## src/rtl/seq_detect_ctrl.sv

```systemverilog
// seq_detect_ctrl
//   Frame-based controller around a programmable serial sequence detector.
//   Software loads a pattern of 2..MAX_LEN bits, then starts a scan of a
//   frame of frame_len bits. Bits arrive under in_valid/in_ready. match is
//   raised in the cycle of the bit that completes the pattern. A saturating
//   match count is kept for the frame, and done pulses at frame end.
//
//   Optional feature macro: SEQ_DETECT_CTRL_OVERLAP_EN
//     defined   : overlapping detection (history and fill kept after a match)
//     undefined : non-overlapping detection (fill cleared on a match)
//
// Ports
//   clk, rst          clock, asynchronous active-high reset
//   cfg_we            configuration load (IDLE only)
//   cfg_pattern       pattern; bit cfg_len-1 is received first, bit 0 last
//   cfg_len           pattern length
//   cfg_err           sticky: last cfg_we carried an illegal length
//   start, frame_len  begin a scan of frame_len bits (IDLE only)
//   abort             end a scan early, without a done pulse
//   in_valid, in      serial bit stream
//   in_ready          high while scanning
//   match             combinational match flag for the accepted bit
//   busy, done        scanning / one-cycle end-of-frame pulse
//   match_count       saturating match count of current or last frame
module seq_detect_ctrl #(
  parameter int MAX_LEN = 8,
  parameter int FRAME_W = 8,
  parameter int CNT_W   = 8
) (
  input  logic               clk,
  input  logic               rst,
  input  logic               cfg_we,
  input  logic [MAX_LEN-1:0] cfg_pattern,
  input  logic [3:0]         cfg_len,
  output logic               cfg_err,
  input  logic               start,
  input  logic               abort,
  input  logic [FRAME_W-1:0] frame_len,
  input  logic               in_valid,
  input  logic               in,
  output logic               in_ready,
  output logic               match,
  output logic               busy,
  output logic               done,
  output logic [CNT_W-1:0]   match_count
);

  typedef enum logic [1:0] {
    S_IDLE,
    S_SCAN,
    S_DONE
  } state_t;

  state_t             state_q, state_d;
  logic [MAX_LEN-1:0] pattern_q, pattern_d;
  logic [3:0]         len_q, len_d;
  logic               cfg_err_q, cfg_err_d;
  logic [MAX_LEN-1:0] hist_q, hist_d;
  logic [3:0]         fill_q, fill_d;
  logic [FRAME_W-1:0] bits_left_q, bits_left_d;
  logic [CNT_W-1:0]   count_q, count_d;

  logic               cfg_ok;
  logic               accept;
  logic [MAX_LEN-1:0] hist_shift;
  logic [3:0]         fill_inc;
  logic [MAX_LEN-1:0] len_mask;
  logic               hit;

  always_comb begin
    cfg_ok     = (cfg_len >= 4'd2) && (32'(cfg_len) <= MAX_LEN);
    accept     = (state_q == S_SCAN) && in_valid;
    hist_shift = {hist_q[MAX_LEN-2:0], in};
    fill_inc   = (fill_q < len_q) ? fill_q + 4'd1 : fill_q;
    len_mask   = '0;
    for (int unsigned i = 0; i < MAX_LEN; i++) begin
      len_mask[i] = (i < 32'(len_q));
    end
    // Only the newest len bits of history take part in the compare.
    hit = accept && (fill_inc == len_q) &&
          (((hist_shift ^ pattern_q) & len_mask) == '0);
  end

  always_comb begin
    state_d     = state_q;
    pattern_d   = pattern_q;
    len_d       = len_q;
    cfg_err_d   = cfg_err_q;
    hist_d      = hist_q;
    fill_d      = fill_q;
    bits_left_d = bits_left_q;
    count_d     = count_q;

    case (state_q)
      S_IDLE: begin
        if (cfg_we) begin
          if (cfg_ok) begin
            pattern_d = cfg_pattern;
            len_d     = cfg_len;
            cfg_err_d = 1'b0;
          end else begin
            cfg_err_d = 1'b1;
          end
        end
        // cfg_err_d already reflects a same-cycle cfg_we, so a start
        // paired with a legal configuration is honoured with it.
        if (start && !cfg_err_d) begin
          count_d     = '0;
          hist_d      = '0;
          fill_d      = '0;
          bits_left_d = frame_len;
          state_d     = (frame_len == '0) ? S_DONE : S_SCAN;
        end
      end
      S_SCAN: begin
        if (accept) begin
          hist_d      = hist_shift;
          fill_d      = fill_inc;
          bits_left_d = bits_left_q - 1'b1;
          if (hit) begin
            if (count_q != '1) begin
              count_d = count_q + 1'b1;
            end
`ifndef SEQ_DETECT_CTRL_OVERLAP_EN
            fill_d = '0;
`endif
          end
          if (bits_left_q == {{(FRAME_W-1){1'b0}}, 1'b1}) begin
            state_d = S_DONE;
          end
        end
        if (abort) begin
          state_d = S_IDLE;
        end
      end
      S_DONE: begin
        state_d = S_IDLE;
      end
      default: begin
        state_d = S_IDLE;
      end
    endcase
  end

  always_ff @(posedge clk or posedge rst) begin
    if (rst) begin
      state_q     <= S_IDLE;
      pattern_q   <= '0;
      len_q       <= 4'd3;
      cfg_err_q   <= 1'b0;
      hist_q      <= '0;
      fill_q      <= '0;
      bits_left_q <= '0;
      count_q     <= '0;
    end else begin
      state_q     <= state_d;
      pattern_q   <= pattern_d;
      len_q       <= len_d;
      cfg_err_q   <= cfg_err_d;
      hist_q      <= hist_d;
      fill_q      <= fill_d;
      bits_left_q <= bits_left_d;
      count_q     <= count_d;
    end
  end

  always_comb begin
    busy        = (state_q == S_SCAN);
    in_ready    = (state_q == S_SCAN);
    done        = (state_q == S_DONE);
    match       = hit;
    match_count = count_q;
    cfg_err     = cfg_err_q;
  end

endmodule
```

## config.mk

```make
export PLATFORM = sky130hd
export DESIGN_NAME = seq_detect_ctrl
export DESIGN_NICKNAME = d
export VERILOG_FILES = /design/src/rtl/seq_detect_ctrl.sv
export SDC_FILE = /design/constraint.sdc
export NUM_CORES = 1
export LEC_CHECK = 0
export BUFFER_PORTS_ARGS = -buffer_cell sky130_fd_sc_hd__buf_2
export CORE_ASPECT_RATIO = 0.6
export CORE_MARGIN = 2
export CORE_UTILIZATION = 30
export DETAILED_ROUTE_END_ITERATION = 6
export PLACE_DENSITY = 0.55
export SYNTH_ARGS = -nofsm -noshare
export SYNTH_HDL_FRONTEND = slang
export SYNTH_SLANG_ARGS = --single-unit
```

## constraint.sdc

```tcl
create_clock -name clk -period 4 [get_ports clk]
set_clock_uncertainty 0.05 [all_clocks]
set_input_delay 1 -clock clk [delete_from_list [all_inputs] [get_ports clk]]
set_output_delay 1 -clock clk [all_outputs]
set_load 0.01 [all_outputs]
```

======== Yosys cells after proc, flatten, opt, wreduce, memory -nomap -nowiden ========
Index checks and enable logic that the tools add are counted.
storage, ports and cells
  register bits after elaboration ......... 42
  bits of input ports ..................... 27
  output and inout port bits .............. 13
cells by class
  add/sub/neg operators ................... 3
  order comparisons ....................... 11
  equality and inequality tests ........... 11
  mux-type cells .......................... 24
  bitwise operators ....................... 2
  reductions and logical operators ........ 14
operators by type and width
  operator               count
  $mux W8                6
  $pmux W8 S2            2
  $logic_not A8 Y1       2
  $lt A3 B4 Y1 const A   4
  $mux W4                4
  $pmux W7 S2            1
  $mux W2                5
  $reduce_and A3 Y1      3
  $add A8 B1 Y8 const B  1
  $and A8 B8 Y8          1
  $eq A8 B1 Y1 const B   1
  $lt A1 B4 Y1 const A   2
  $lt A2 B4 Y1 const A   2
  $ne A8 B8 Y1 const B   1
  $pmux W4 S2            1
  $sub A8 B1 Y8 const B  1
  $xor A8 B8 Y8          1
  $mux W7                1
  $ne A3 B2 Y1 const B   2
  $logic_and A1 B1 Y1    5
  $reduce_and A5 Y1      1
  $add A4 B1 Y4 const B  1
  $eq A4 B4 Y1           1
  $ge A4 B2 Y1 const B   1
  other kinds (11)       15

======== Depth between registers and ports, before layout ========
  word-level depth ........................ 9
  depth in mapped cells ................... 10

======== Least setup slack after synthesis ========
Ideal clock, no wire load.
  path kind ............................... reg-to-output
  start ................................... register len_q[1]
  end ..................................... output match
  arrival ................................. 1.998 ns
  required time ........................... 2.950 ns
  slack ................................... 0.952 ns
  cell stages (with the launch flop) ...... 9
  cell sequence ........................... dfstp_2 > inv_1 > ha_1 > nand3_1 > o21bai_1 > nor4b_1 > o221ai_1 > nor3_2 > buf_4
between the ends
  cells in the longest elaborated chain, start to end .. 5
  elaborated cells between the ends (all ways) .. 15
RTL lines
  element                  RTL line  RTL
  start, declared          56        logic [3:0] len_q, len_d;
  start signal, assigned   158       len_q <= len_d;
  $lt A4 B4 Y1             74        fill_inc = (fill_q < len_q) ? fill_q + 4'd1 : fill_q;
  $mux W4                  74
  $eq A4 B4 Y1             80        hit = accept && (fill_inc == len_q) &&
  $logic_and A1 B1 Y1      80
  $logic_and A1 B1 Y1 (*)  80
  end, declared            42        output logic match,
Every way passes the cells marked *; elsewhere a longest branch is shown, timed or not.

======== Worst setup path after layout ========
Same ends and word-level chain as after synthesis.

==> metrics.yaml <==
floorplan:
  dieArea_mm2: 0.00911
  die_h_um: 74.7
  die_w_um: 122
  ios: 40
  core-area_mm2: 0.00798
  start_util_pct: 31.4
  rows: 25
critical_path:
  critical_path_required_ps: 2950
  reg2reg_to: "match_count[0]"
  reg2reg_depth: 10
  crit_path_end_kind: "output pin"
  r2r-start: "len_q[1]"
  critPathMaxFanout: 5
  crit_type: "reg2out"
  path_cells: "inv_1, ha_1, nand3_1, o21bai_1, nor4b_1, o221ai_1, nor3_2, buf_2"
  cp_slowest_cell: "dfstp_2"
  arrival_ps: 2530
  path_delay_family: "simple AND/OR/NAND/NOR gates"
  critPathLaunch: "len_q[1]"
  worst_path_largest_cell_delay_ps: 560
  rrSetupSlack_ps: 1140
  startpoint_type: "flip-flop"
  critPathBufInv: 2
logic_synthesis:
  synth_area_mm2: 0.00250
  yosys_warnings: 0
  syn-num-nets: 314
  syn_avg_cell_area_um2: 8.93
  synthArstFlopShare_pct: 100
  synth_common_cells: "nand2_1 (41), dfrtp_1 (40), o21ai_0 (27)"
  ys.flop_type: "dfrtp_1"
  ys_types: 50
  postSynthRegisterBits: 42
  ys_seq_area_share_pct: 42.1
  yosysMostFrequentCell: "nand2_1"
  yosys.area.top_type: "dfrtp_1"
  netlist_top_cells_area: "dfrtp_1 (40%), nand2_1 (6.2%), o21ai_0 (5.4%), mux2_2 (4.5%), a21oi_1 (4.4%)"
  synthCells: 280
  netlist.area_leader.share_pct: 40.0
  synth_edf_count: 0
layout:
  area_growth_pct: 18.6
  drive_gt1_share_pct: 22.7
  nets: 356
  n_fill_cell: 844
  n_antenna_cell: 0
pwr:
  vdd_drop_max_v: 0.000182
  p_leak_uw: 0.00134
  powerDensity_mw_per_mm2: 619
cts:
  post_cts_resized: 0
  hold_buffers: 0
  cts.reportedPaths.clkPinSlew_ps: 60
  root_buffer: "clkbuf_16"
  insertion_delay_ps: 290
  post_cts_buffers: 0
  cts_sinks: 42
  cts.path.max_buffers: 2
  htreeDepth: 2
  cts-buffers-inserted: 5
  cts_tree: "yes"
timing:
  period_minus_slack_ps: 3580
  finalHoldViolations: 0
  rsz0062_at_grt: "false"
  slew_headroom_pct: 58.1
  finalSetupViolCount: 0
  tns_ps: 0
  worst_pin_slew_ps: 628
  setup_slack_ps: 423
  holdWs_ps: 450
  report.final.slew_viol_count: 0
  timing.fmax_mhz: 280
  period_share_pct: 89.4
worst_hold_path:
  worstHoldPathType: "reg2reg"
  hold_end: "hist_q[6]"
  min_from: "hist_q[6]"
  holdPathStages: 2
drt:
  drt-wirelength-per-cell_um: 15.3
  routed_wl_um: 6590
  vias: 2244
  first_iter_violations: 255
  remaining_drc_errors: 0
  first_pass_iters: 4
  drtAntennaViolNets: 0
  routed_via_density: 5.22
global_route:
  grt_use_total_pct: 15.5
  overflow: 0
  antenna_found_initial: 0
  grt_max_degree: 29
  grt_pass1_wl_um: 10600
  grt_pass1_vias: 2026
outcome:
  outcome: "complete, no violations"
place:
  dpl.hpwl_um: 4960
  place_congestion: 0.856
  pre_cts_ws_ps: 696
  io_buffers: 39
flow_run:
  maxCapViolations: 0
==> flip-flops by register name (all words and copies together), names as in the netlist <==
register     flops
bits_left_q      8
match_count      8
pattern_q        8
hist_q           7
fill_q           4
len_q            4
state_q          2
cfg_err          1
==> worst max-delay path by stage <==
stage | to | slack, ps | cells after the start
after global placement | match_count[3] | 750 | 8
after floorplan | match | 950 | 8
after global routing | match | 270 | 8
after detailed placement | match_count[3] | 700 | 8
after CTS | match | 430 | 8
final | match | 420 | 8
==> cells in the final DEF, fill, tap and decap left out, types with 4 or more instances in the layout <==
cell type  netlist  final
buf_2            1     39
ha_1             7      7
o21ai_0         27     27
and2_1           4      4
nand3_1         10     10
xnor2_1          8      8
buf_4            2      6
nor2_1          14     14
and3_1           4      4
nand2b_1         4      4
mux2_2          10     10
nor3_1          10     10
dfrtp_1         40     40
nand2_1         41     41
inv_1           13     13
clkbuf_16        0      5
a21oi_1         22     22
==> cell type report <==
cell class / count / area, um2 / area share [%]
multi-input combinational: 214 / 1350 / 45.5
sequential: 42 / 1050 / 35.5
timing repair buffer: 45 / 240 / 8.10
tap: 108 / 135 / 4.56
clock buffer: 5 / 125 / 4.22
inverter: 14 / 52.6 / 1.77
clock inverter: 2 / 10.0 / 0.338
==> cell families after synthesis <==
kind of cell	Yosys count	synth area share, %
AO/OA/AOI/OAI	79	20.0
buffers and inverters	24	3.95
XOR/XNOR	11	3.85
adder cells (fa/ha/maj)	7	3.50
AND/OR/NAND/NOR	104	20.9
flip-flops	42	42.1
multiplexers	13	5.70
==> worst reg2reg max path, stage by stage, from the launching register on <==
cell,delay (ps)
dfstp_2,560
inv_1,90
ha_1,290
nand3_1,120
o21bai_1,180
nor4b_1,300
o221ai_1,200
nor3_2,310
buf_4,250
o21ai_0,120
mux2_2,280
==> metal layers <==
layer	vias to the layer above	wire (um)	GRT usage, %
met5	-	0	0
met4	0	76	4.21
met3	7	610	5.15
met2	90	2600	21.4
met1	1056	3310	22.9
li1	1091	-	-
==> metrics by stage <==
stage          area [um2]  std cells  utilization [%]  total power [uW]
2_1_floorplan        2500        280                -              1220
3_3_place_gp         2830        423             35.5              1430
3_5_place_dp         2830        423             35.5              1440
4_1_cts              2970        430             37.2              1850
5_1_grt              2970        430             37.2              1980
6_report             2970        430             37.2              1840
==> where the power goes <==
group          internal [uW]  switching, uW  leakage, uW
clock network            226            171    0.0000694
logic                    304            420     0.000730
registers                567            149     0.000536
No activity file was read; power rests on OpenSTA's default activity.
